==> config.mk <==
export PLATFORM = sky130hd
export DESIGN_NAME = dvp_cam_tx
export DESIGN_NICKNAME = d
export VERILOG_FILES = /design/src/rtl/dvp_cam_tx.sv
export SDC_FILE = /design/constraint.sdc
export NUM_CORES = 1
export LEC_CHECK = 0
export CORE_ASPECT_RATIO = 2
export CORE_MARGIN = 3
export CORE_UTILIZATION = 45
export CTS_CLUSTER_DIAMETER = 40
export DETAILED_ROUTE_END_ITERATION = 7
export HOLD_SLACK_MARGIN = 0.05
export MAX_ROUTING_LAYER = met4
export PLACE_DENSITY = 0.69
export SLEW_MARGIN = 20
export SYNTH_ARGS = -nofsm -noshare
export SYNTH_HDL_FRONTEND = slang
export SYNTH_SLANG_ARGS = --single-unit
==> constraint.sdc <==
create_clock -name CLK -period 5.85 [get_ports CLK]
set_input_delay 0.8775 -clock CLK [delete_from_list [all_inputs] [get_ports CLK]]
set_output_delay 0.8775 -clock CLK [all_outputs]
set_load 0.02 [all_outputs]
==> src/rtl/dvp_cam_tx.sv <==
// DVP camera-side transmitter: 16-bit pixel stream -> 8-bit cmos_data/href/vsyn bus,
// high byte first, with parameterised vsync / porch / blanking timing.
module dvp_cam_tx #(
  parameter int H_ACTIVE   = 640,
  parameter int V_ACTIVE   = 480,
  parameter int VS_CYCLES  = 3,
  parameter int VBP_CYCLES = 2,
  parameter int HB_CYCLES  = 3,
  parameter int VFP_CYCLES = 2
) (
  input  logic        CLK,
  input  logic        RST,
  input  logic        en,
  input  logic [15:0] pix_data,
  input  logic        pix_valid,
  output logic        pix_ready,
  output logic [7:0]  cmos_data,
  output logic        cmos_href,
  output logic        cmos_vsyn,
  output logic        frame_start,
  output logic        underrun,
  output logic [15:0] frame_cnt
);

  function automatic int max2(input int a, input int b);
    return (a > b) ? a : b;
  endfunction

  localparam int LINE_BYTES = 2 * H_ACTIVE;
  localparam int MAXC = max2(max2(max2(VS_CYCLES, VBP_CYCLES), max2(HB_CYCLES, VFP_CYCLES)),
                             LINE_BYTES);
  localparam int CW = $clog2(MAXC + 1);
  localparam int LW = $clog2(V_ACTIVE + 1);

  localparam logic [CW-1:0] VS_L  = CW'(VS_CYCLES - 1);
  localparam logic [CW-1:0] VBP_L = CW'(VBP_CYCLES - 1);
  localparam logic [CW-1:0] LB_L  = CW'(LINE_BYTES - 1);
  localparam logic [CW-1:0] HB_L  = CW'(HB_CYCLES - 1);
  localparam logic [CW-1:0] VFP_L = CW'(VFP_CYCLES - 1);
  localparam logic [LW-1:0] LAST_LINE = LW'(V_ACTIVE - 1);

  typedef enum logic [2:0] {IDLE, VSYNC, VBP, LINE, HBLANK, VFP} state_t;

  state_t        state;
  logic [CW-1:0] cnt;
  logic [LW-1:0] line;
  logic [7:0]    lo_byte;

  // In LINE, cnt is the byte index; odd cnt is a low-byte cycle, so the byte phase is cnt[0].
  // A pixel is taken one cycle ahead of every high-byte cycle.
  assign pix_ready = (state == VBP    && cnt == VBP_L) ||
                     (state == LINE   && cnt[0] && cnt != LB_L) ||
                     (state == HBLANK && cnt == HB_L && line < LAST_LINE);

  always_ff @(posedge CLK or posedge RST) begin
    if (RST) begin
      state       <= IDLE;
      cnt         <= '0;
      line        <= '0;
      lo_byte     <= '0;
      cmos_data   <= '0;
      cmos_href   <= 1'b0;
      cmos_vsyn   <= 1'b0;
      frame_start <= 1'b0;
      underrun    <= 1'b0;
      frame_cnt   <= '0;
    end else begin
      frame_start <= 1'b0;
      underrun    <= 1'b0;
      case (state)
        IDLE: if (en) begin
          state       <= VSYNC;
          cnt         <= '0;
          cmos_vsyn   <= 1'b1;
          frame_start <= 1'b1;
        end
        VSYNC: if (cnt == VS_L) begin
          state     <= VBP;
          cnt       <= '0;
          cmos_vsyn <= 1'b0;
        end else cnt <= cnt + CW'(1);
        VBP: if (cnt == VBP_L) begin
          state <= LINE;
          cnt   <= '0;
          line  <= '0;
        end else cnt <= cnt + CW'(1);
        LINE: if (cnt == LB_L) begin
          state     <= HBLANK;
          cnt       <= '0;
          cmos_href <= 1'b0;
          cmos_data <= '0;
        end else begin
          cnt <= cnt + CW'(1);
          if (!cnt[0]) cmos_data <= lo_byte;
        end
        HBLANK: if (cnt == HB_L) begin
          cnt <= '0;
          if (line < LAST_LINE) begin
            state <= LINE;
            line  <= line + LW'(1);
          end else state <= VFP;
        end else cnt <= cnt + CW'(1);
        VFP: if (cnt == VFP_L) begin
          cnt       <= '0;
          frame_cnt <= frame_cnt + 16'd1;
          if (en) begin
            state       <= VSYNC;
            cmos_vsyn   <= 1'b1;
            frame_start <= 1'b1;
          end else state <= IDLE;
        end else cnt <= cnt + CW'(1);
        default: state <= IDLE;
      endcase
      // Pixel hand-off overrides the LINE data path; a missing pixel goes out as 00,00.
      if (pix_ready) begin
        cmos_href <= 1'b1;
        cmos_data <= pix_valid ? pix_data[15:8] : 8'h00;
        lo_byte   <= pix_valid ? pix_data[7:0]  : 8'h00;
        underrun  <= ~pix_valid;
      end
    end
  end

endmodule

[Word level (Yosys, flattened, before mapping)]
Cells that the tools add are included.
Widths: inputs -> output; s select.
Word-level totals
  register bits: 59
  output and inout port bits: 29
  logic and storage cells: 89
Operators by class
  $add $sub $neg: 3
  $lt $le $gt $ge: 1
  equality and inequality tests: 17
  multiplexer cells: 35
  bitwise gates (word level): 1
  reductions and logical operators: 22
Operators with widths (count)
  $mux 8: 6
  $mux 11: 4
  $pmux 11 s4: 1
  $mux 9: 3
  $mux 3: 7
  $pmux 3 s6: 1
  $pmux 9 s2: 1
  $add 16x1->16 const B: 1
  $add 11x1->11 const B: 1
  $eq 11x1->1 const B: 1
  $eq 11x11->1 const B: 1
  $eq 11x2->1 const B: 1
  $ne 11x11->1 const B: 1
  $mux 1: 10
  $add 9x1->9 const B: 1
  $lt 9x9->1 const B: 1
  $ne 2x1->1 const B: 4
  $reduce_and 2->1: 4
  $eq 3x2->1 const B: 2
  $eq 3x3->1 const B: 2
  $ne 2x2->1 const B: 3
  $reduce_and 6->1: 1
  $reduce_bool 2->1: 3
  $logic_and 1x1->1: 5
  other kinds (12): 14

[Longest topological paths before layout]
Gate-level depths: netlist (run 1).
  word-level depth: 7
  depth in mapped cells: 9

[Least setup slack after synthesis (run 1)]
No wires, ideal clock.
  kind: reg-to-output
  start point: register cnt[3]
  end point: output pix_ready
  arrival time: 2.535 ns
  required time: 4.973 ns
  slack: 2.438 ns
  cell stages (with the launch flop): 9
  buffers on the path: 3
  cell sequence: dfrtp_1 > or4_4 > or3_1 > buf_6 > or4b_4 > buf_6 > and2_4 > buf_6 > inv_1
Between the ends
  word-level cells in the longest chain between the ends: 4
RTL lines
  start, declared: RTL line 45  | logic [CW-1:0] cnt;
  start signal, assigned: RTL line 81  | end else cnt <= cnt + CW'(1);
  start signal, assigned: RTL line 86  | end else cnt <= cnt + CW'(1);
  start signal, assigned: RTL line 93  | cnt <= cnt + CW'(1);
  $eq 11x1->1, or another cell as far along: RTL line 51  | assign pix_ready = (state == VBP && cnt == VBP_L) ||
  $logic_and 1x1->1, on equally long branches: RTL line 51, 52, 53
  $logic_or 1x1->1 / $logic_and 1x1->1 (equally long branches): RTL line 51, 53
  $logic_or 1x1->1 (*): RTL line 52  | (state == LINE && cnt[0] && cnt != LB_L) ||
  end, declared: RTL line 16  | output logic pix_ready,
Every way passes the cells marked *; elsewhere a longest branch is shown, timed or not.

[Worst setup path in the final report (run 1)]
  start point: register cnt[0]
  end point: output pix_ready
Between the ends
  word-level cells in the longest chain between the ends: 4
RTL lines (RTL line)
  $eq 11x1->1, or another cell as far along: 51
  $logic_and 1x1->1, on equally long branches: 51, 52, 53
  $logic_or 1x1->1 / $logic_and 1x1->1 (equally long branches): 51, 53
  $logic_or 1x1->1 (*): 52
Marked as above.

==> out/qor.csv, run 1 <==
metric;value;unit
Root Buffer;clkbuf_16;
critical path class;reg2out;
Bufs and invs on worst path;2;
Post-Syn Area;3170;um^2
drt first pass iters;5;
Min-Delay Path Class;reg2reg;
Sw Share;38.4;%
first-pass GRT wire length;13300;um
antenna viol nets, final;0;
share of layout cells above drive strength 1;7.87;%
Hold Fails Final Rpt;0;
Setup crit start;cnt[0];
delay-heaviest family, CP;compound AO/OA/AOI/OAI gates;
Min Clock Period, post-route;4.33;ns
total CTS buffers;9;
Worst Path Arrival;3.45;ns
CP Data Required Time;4.97;ns
final slew viol count;0;
Layout area overhead;24.5;%
Placed Cells;457;
Vias/cell;5.81;
Gate power share;38.9;%
Ys Warns;0;
WL final;7860;um
area leader, netlist;dfrtp_1;
net switching power;0.686;mW
total gr overflow;0;
post-layout util;58.7;%
total track usage;21.9;%
Fmax;0.231;GHz
# hold bufs at CTS;0;
Worst-Margin Slew;1.05;ns
CTS tree;built;
Starting Density;47.2;%
power after layout;1.78;mW
CP startpoint kind;register;
reg-to-reg setup timing slack;2.71;ns
register share of total power;35.1;%
maxcap violations;0;
wire per inst;16.8;um
PwrDens;451;nW/um^2
Synth Register Bits;59;
Final Setup Violations;0;
CTS Sinks;59;
setup TNS;0;ns
placed cell area;3690;um^2
Clk pwr share;26.1;%
vias;2726;
Cells after Synth;334;
Worst Path Max Fanout;11;
reg2reg start;cnt[0];
hold_ws;0.468;ns
Max-slew headroom;30.2;%
Pleak;1.66;nW
Chip Width;65.4;um
Worst-path clk slew;0.05;ns
Final Cycle Share;74.0;%
largest net degree at the start of global routing;60;
internal power;1.10;mW
Core ar.;6730;um^2
Hold Path Origin;frame_cnt[15];
Die Y;125;um
Reg area;1480;um^2
Post-Syn Nets;359;
Distinct cells, synth;50;
pre-CTS WS;1.87;ns
die area;8150;um^2
fillers;646;
Synth top area share;46.5;%
ys async rst share;100;%
CTS resizes;0;
Worst Clk Skew;0.00610;ns
cell area after layout;3950;um^2
I/O pin count;49;
Syn Area/Cell;9.50;um^2
ys flop type;dfrtp_1;
max incr delay on CP;0.69;ns
vias in the first global route;2808;
CTS Buffer Depth;2;
RSZ-0062 raised after global routing;no;
Post-CTS Setup Inserts;0;
area of the multi-input gates;1590;um^2
Worst Setup Slack, final;1.52;ns
Crit-path slowest cell;a21oi_1;
VDD IR max;0.252;mV
DP HPWL;5640;um
Seq/Total Area, Yosys;46.5;%
initial antenna violation count;0;
non-filler instance count after layout;469;
DR iter-0 viols;170;
top post-synthesis cells by count;dfrtp_1, nand2_1, nand3_1;
Setup crit end kind;primary output;
Final #Nets;405;
# H-tree levels;3;
number of enable flip-flop cells after synthesis;0;
Inserted Diodes;0;
top cells by area, synth;dfrtp_1, nand2_1, nand3_1;
GP Congestion;0.912;
worst skew pair latency;0.33;ns
Rows;42;
critical path, cell by cell;ha_1 -> nand3_1 -> o41a_1 -> a21oi_1 -> and2_4 -> inv_1 -> clkdlybuf4s50_1;
DRC Markers;0;
status;finished, final reports clean;
port buffer count;48;
most frequent cell after synthesis;dfrtp_1;
cell families after synthesis:
family                     share of synthesized area (%)
and+or+nand+nor                                     24.7
adders and majority gates                           1.97
muxes                                              0.710
DFF                                                 46.5
xor gates and xnor gates                            4.42
AOI/OAI and AO/OA                                   18.3
buffers and inverters                               3.35
routing by layer:
metal | track usage, % | part of all wire [%] | up-vias
met5 | - | 0 | -
met4 | 11.7 | 2.7 | 0
met3 | 4.60 | 2.9 | 14
met2 | 37.1 | 57 | 53
met1 | 23.1 | 37 | 1337
li1 | - | - | 1322
power groups by stage:
stage	logic, mW	registers (mW)	clock network [mW]
3_3_place_gp	0.691	0.626	0
4_1_cts	0.697	0.625	0.475
5_1_grt	0.763	0.645	0.490
3_5_place_dp	0.693	0.630	0
2_1_floorplan	0.465	0.630	0
6_report	0.693	0.626	0.465
flip-flops by register name, indices dropped and copies added, names as in the netlist:
signal / count
cmos_data: 8
line: 9
state: 3
cmos_href: 1
underrun: 1
cnt: 11
lo_byte: 8
frame_start: 1
frame_cnt: 16
cmos_vsyn: 1
final cells by class:
type	instances	share of cell area, %
Multi-Input combinational cell	253	40.2
Timing Repair Buffer	49	12.4
Clock buffer	12	6.49
Tap cell	88	2.79
Inverter	8	0.760
Sequential cell	59	37.4
placed cells by master (no fill, tap or decap), types with 3 or more instances in the layout:
master,synthesis,final
o21a_1,4,4
inv_1,8,7
and3_1,12,12
and4_1,3,3
nand3_1,27,27
nor3_1,7,7
or3_1,6,6
clkdlybuf4s50_1,0,48
nor2b_1,4,4
clkbuf_16,0,9
nand2b_1,6,6
o21ai_2,7,7
nor2_1,17,17
xnor2_1,14,14
o22ai_1,4,4
dfrtp_1,59,59
nand2_1,43,43
o21ai_0,23,23
nand4_1,11,11
a21oi_1,6,6
a31oi_1,3,3
a221o_1,8,8
o211ai_1,10,10
ha_1,5,5
final timing paths:
check | end | depth (start not counted)
max in group asynchronous | line[0] | 3
setup reg to reg | cnt[10] | 7
hold / removal | frame_cnt[15] | 1
hold reg to reg | frame_cnt[15] | 1
min in group asynchronous | frame_cnt[13] | 3
setup / recovery | pix_ready | 7
No activity file was read; power rests on OpenSTA's default activity.
==> run 2, diff against run 1 <==
--- a/config.mk
+++ b/config.mk
@@ -12,7 +12,7 @@
 export DETAILED_ROUTE_END_ITERATION = 7
 export HOLD_SLACK_MARGIN = 0.05
 export MAX_ROUTING_LAYER = met4
-export PLACE_DENSITY = 0.69
+export PLACE_DENSITY = 0.71
 export SLEW_MARGIN = 20
 export SYNTH_ARGS = -nofsm -noshare
 export SYNTH_HDL_FRONTEND = slang
==> constraint.sdc (replaced) <==
create_clock -name CLK -period 3.7 [get_ports CLK]
set_input_delay 0.555 -clock CLK [delete_from_list [all_inputs] [get_ports CLK]]
set_output_delay 0.555 -clock CLK [all_outputs]
set_load 0.02 [all_outputs]
==> out/qor.csv, run 2 (synthesis gave the netlist of run 1 again) <==
metric;value;unit
status;finished, final reports clean;
Sw Share;38.2;%
I/O pin count;49;
first-pass GRT wire length;12900;um
Worst Path Arrival;3.00;ns
Vias/cell;5.78;
Setup crit end kind;primary output;
PwrDens;728;nW/um^2
port buffer count;48;
top register by number of flip-flops;frame_cnt;
Final Cycle Share;96.1;%
CTS Buffer Depth;2;
share of layout cells above drive strength 1;10.4;%
CTS tree;built;
RSZ-0062 raised after global routing;no;
Layout area overhead;27.2;%
VDD IR max;0.403;mV
die area;8150;um^2
DP HPWL;5660;um
CTS Sinks;59;
drt first pass iters;4;
vias in the first global route;2728;
Die Y;125;um
CP Data Required Time;3.14;ns
Fmax;0.281;GHz
Hold Fails Final Rpt;0;
Min Clock Period, post-route;3.55;ns
Worst-path clk slew;0.05;ns
Worst Clk Skew;0.00625;ns
cell area after layout;4030;um^2
initial antenna violation count;0;
Worst Path Max Fanout;11;
Rows;42;
Worst-Margin Slew;0.699;ns
CP startpoint kind;register;
max FFs per register;16;
Max-slew headroom;53.4;%
Final #Nets;414;
wire per inst;16.1;um
Chip Width;65.4;um
net switching power;1.12;mW
# H-tree levels;3;
Root Buffer;clkbuf_16;
final slew viol count;0;
fillers;631;
Clk pwr share;26.2;%
Starting Density;47.2;%
worst skew pair latency;0.33;ns
total CTS buffers;9;
Final Setup Violations;0;
Inserted Diodes;0;
# hold bufs at CTS;0;
commonest non-fill, non-tap cell in the layout;dfrtp_1;
register share of total power;32.6;%
Gate power share;41.2;%
DRC Markers;0;
post-layout util;60.0;%
Pleak;1.72;nW
antenna viol nets, final;0;
placed cell area;3760;um^2
maxcap violations;0;
critical path class;reg2out;
commonest non-fill, non-tap cells in the layout;dfrtp_1, clkdlybuf4s50_1, nand2_1, nand3_1, o21ai_0;
internal power;1.82;mW
vias;2784;
largest net degree at the start of global routing;31;
total gr overflow;0;
DR iter-0 viols;166;
Core ar.;6730;um^2
Min-Delay Path Class;reg2reg;
WL final;7780;um
GP Congestion;0.915;
power after layout;2.94;mW
Regs by FF count;frame_cnt: 16 flops, cnt: 11 flops, line: 9 flops;
total track usage;21.1;%
setup TNS;0;ns
## run 2: cell count changes in the layout (fill, tap and decap cells not counted), sizes merged
cell / delta
buf: +9
clkbuf: +2
clkdlybuf4s50: -1
clkinv: +2
dlygate4sd2: +1
## run 2: worst paths after layout
path / start / end / slack [ns] / cells after the start
min in group asynchronous: RST / frame_cnt[12] / 0.63 / 2
hold / removal: frame_cnt[15] / frame_cnt[15] / 0.47 / 1
hold reg to reg: frame_cnt[15] / frame_cnt[15] / 0.47 / 1
max in group asynchronous: RST / cnt[2] / 2.23 / 3
setup reg to reg: cnt[3] / line[3] / 0.88 / 6
setup / recovery: cnt[3] / pix_ready / 0.15 / 6
## run 2: worst max-delay path, cell delays in order (launching register included)
cell	delay (ns)
dfrtp_1	0.44
or4_4	0.58
or3_1	0.41
or4b_4	0.62
and2_4	0.23
inv_1	0.06
dlygate4sd2_1	0.32
## run 2: per-stage QoR
step / cells / hold WS [ns] / setup slack (ns)
finish: 482 / 0.467 / 0.146
global route: 482 / 0.500 / 0.0745
detailed placement: 466 / 0.463 / 0.229
global placement: 466 / 0.460 / 0.242
floorplan: 334 / 0.461 / 0.610
CTS: 482 / 0.473 / 0.133
## run 2: what timing repair did
action	4_1_cts	5_1_grt
resized for setup	1	0
setup buffers	0	0
endpoints found under the setup margin	1	0
## run 2: cell type report
cell class	count	area [um^2]	area share, %
multi-input cells	253	1590	39.4
flip-flops and latches	59	1480	36.6
clock buffers	14	264	6.54
clock inverters	2	10.0	0.248
inverters	8	30.0	0.744
repair buffers	58	554	13.7
well taps	88	110	2.73
## run 2: metal layers
layer | routed length [um] | share of wire, % | global-route usage (%)
met5 | 0 | 0 | -
met4 | 201 | 2.6 | 9.17
met3 | 312 | 4.0 | 5.51
met2 | 4330 | 56 | 36.3
met1 | 2940 | 38 | 21.9
## run 2: power groups by stage
stage          registers [mW]  logic [mW]  clock network, mW
2_1_floorplan           0.996       0.736                  0
3_3_place_gp            0.957        1.20                  0
3_5_place_dp            0.965        1.21                  0
4_1_cts                 0.955        1.22              0.778
5_1_grt                 0.980        1.32              0.809
6_report                0.957        1.21              0.770
==> RTL change, RTL diff (config.mk and constraints of run 2) <==
Change the parameter `VS_CYCLES` from 3 to 6.
--- a/src/rtl/dvp_cam_tx.sv
+++ b/src/rtl/dvp_cam_tx.sv
@@ -4,5 +4,5 @@
   parameter int H_ACTIVE   = 640,
   parameter int V_ACTIVE   = 480,
-  parameter int VS_CYCLES  = 3,
+  parameter int VS_CYCLES  = 6,
   parameter int VBP_CYCLES = 2,
   parameter int HB_CYCLES  = 3,
Function: changed (Yosys sat finds a counterexample within 10 cycles, from zero or initial values and one cycle with RST high).
==> RTL change against run 2 <==
Area after synthesis increased by 4.9%; critical path depth is 1 higher; design area is 3.0% higher; wire length is 0.44% lower; register-to-register slack improved by 0.34 ns; die area is 4.5% higher; sequential cell count stayed put; clock power rose by 22%; fmax up 7.7%; clock skew increased by 0.0019 ns; synthesized cell count increased by 2.7%; power is 2.3% lower; setup slack gained 0.25 ns; critical endpoint unchanged.
==> RTL change: results <==
group,metric,value,unit
global_route,grtUsageTotal,21.1,%
worst_setup_path,reg2reg_from,"cnt[5]",
power_and_ir_drop,leakagePower,1.87,nW
detailed_routing,dr_total_vias,2720,
clocking,cts_resized,0,
status,status,"complete, no violations",
cells_and_area,reg.largest.list,"frame_cnt: 16 flops, cnt: 11 flops, line: 9 flops",
worst_setup_path,cp_slowest_stage_delay,0.61,ns
global_route,grt_max_degree,53,
cells_and_area,nFillCells,621,
timing,tightest_slew,0.654,ns
synthesis,seq_area_frac_synth,44.4,%
clocking,clk-insertion-delay-late,0.34,ns
cells_and_area,nNetsFinal,416,
worst_setup_path,crit_arrival,2.75,ns
synthesis,yosysUniqueCellTypes,56,
global_route,grt_pass1_vias,2804,
cells_and_area,drive_above_1_share,11.4,%
synthesis,synth_nets,368,
worst_setup_path,worst_path_dominant_cell_family,"buffers and inverters",
placement,port-buffer-count,48,
placement,place.gp.congestion,0.901,
worst_setup_path,slowest_stage,"clkdlybuf4s50_1",
worst_setup_path,crit_type,"flip-flop to primary output",
worst_setup_path,worst_setup_path_startpoint,"cnt[0]",
detailed_routing,wl_per_cell,16.0,µm
worst_hold_path,hp-class,"input port to asynchronous set/reset pin",
clocking,clk_pin_slew_worst_paths,0.05,ns
detailed_routing,drtIter0Drc,153,
synthesis,yosys-top-cells-count,"59 x dfrtp_1, 42 x nand2_1, 24 x a21oi_1",
cells_and_area,antenna_cells,0,
worst_setup_path,crit_fanout,14,
global_route,grt_pass1_wl,13400,µm
clocking,ctsLongestPathBuffers,2,
clocking,cts_made_buffers,9,
power_and_ir_drop,vdd.ir_drop.worst,0.000650,V
placement,place_hpwl,5620,µm
synthesis,netlist_top_cells_area,"dfrtp_1 44%, mux2i_1 5.7%, nand2_1 4.7%",
timing,skew,0.00815,ns
detailed_routing,drtPass1Iterations,5,
[RTL change: changes by cell type after synthesis, moves of 6 or more]
cell      change
a221o_1       -8
nor4_1        +6
a21oi_1      +18
o21ai_0      -16
nand3_1       -7
o211ai_1     -10
mux2i_1      +19
o21ai_2       -7
inv_1        +10
nand2b_1      -6
[RTL change: kinds of logic (layout without fill, tap and decap cells)]
kind of cell / after synthesis / count (layout) / share of synthesized area, %
AND/OR/NAND/NOR: 138 / 138 / 22.3
buffers and inverters: 33 / 85 / 5.83
XOR/XNOR: 18 / 18 / 4.74
multiplexers: 20 / 20 / 6.05
flip-flops: 59 / 59 / 44.4
AO/OA/AOI/OAI: 70 / 70 / 14.9
adder cells (fa/ha/maj): 5 / 5 / 1.88
[RTL change: power breakdown]
group / internal (mW) / switching [mW] / total (mW)
Clock: 0.652 / 0.289 / 0.940
Sequential: 0.768 / 0.141 / 0.909
Combinational: 0.444 / 0.578 / 1.02
[RTL change: area by class of cell]
type	instances	area share, %
clock buffers	10	5.51
clock inverters	5	2.47
inverters	18	1.63
multi-input cells	251	39.9
flip-flops and latches	59	35.5
well taps	90	2.71
repair buffers	52	12.3
[RTL change: worst reg2reg max path, cell delays in order, from the launching register on]
cell and delay, ns:
dfrtp_1 0.46, nor4_4 0.53, a41oi_2 0.26, a211oi_4 0.53
nand2_2 0.17, a221o_2 0.41
[RTL change: stage by stage]
| step | hold WS, ns | instance area, µm² | setup WS, ns | cells |
|---|---|---|---|---|
| 3_5_place_dp | 0.474 | 3820 | 0.747 | 470 |
| 5_1_grt | 0.477 | 4160 | 0.228 | 485 |
| 3_3_place_gp | 0.459 | 3820 | 0.778 | 470 |
| 4_1_cts | 0.446 | 4160 | 0.392 | 485 |
| 2_1_floorplan | 0.467 | 3330 | 1.34 | 343 |
| 6_report | 0.437 | 4160 | 0.398 | 485 |
[RTL change: worst paths after layout]
path	end	slack (ns)	cells past startpoint
max	pix_ready	0.40	7
min	underrun	0.44	2
max reg2reg	cnt[2]	1.22	5
min reg2reg	cmos_href	0.48	1
max in group asynchronous	line[3]	2.37	3
min in group CLK	cmos_href	0.48	1
[RTL change: per-layer routing]
metal	vias up	GRT usage, %	wire length [µm]
li1	1325	-	-
met2	66	35.5	4250
met3	21	4.05	266
met1	1308	22.6	2960
met5	-	-	0
met4	0	11.6	272
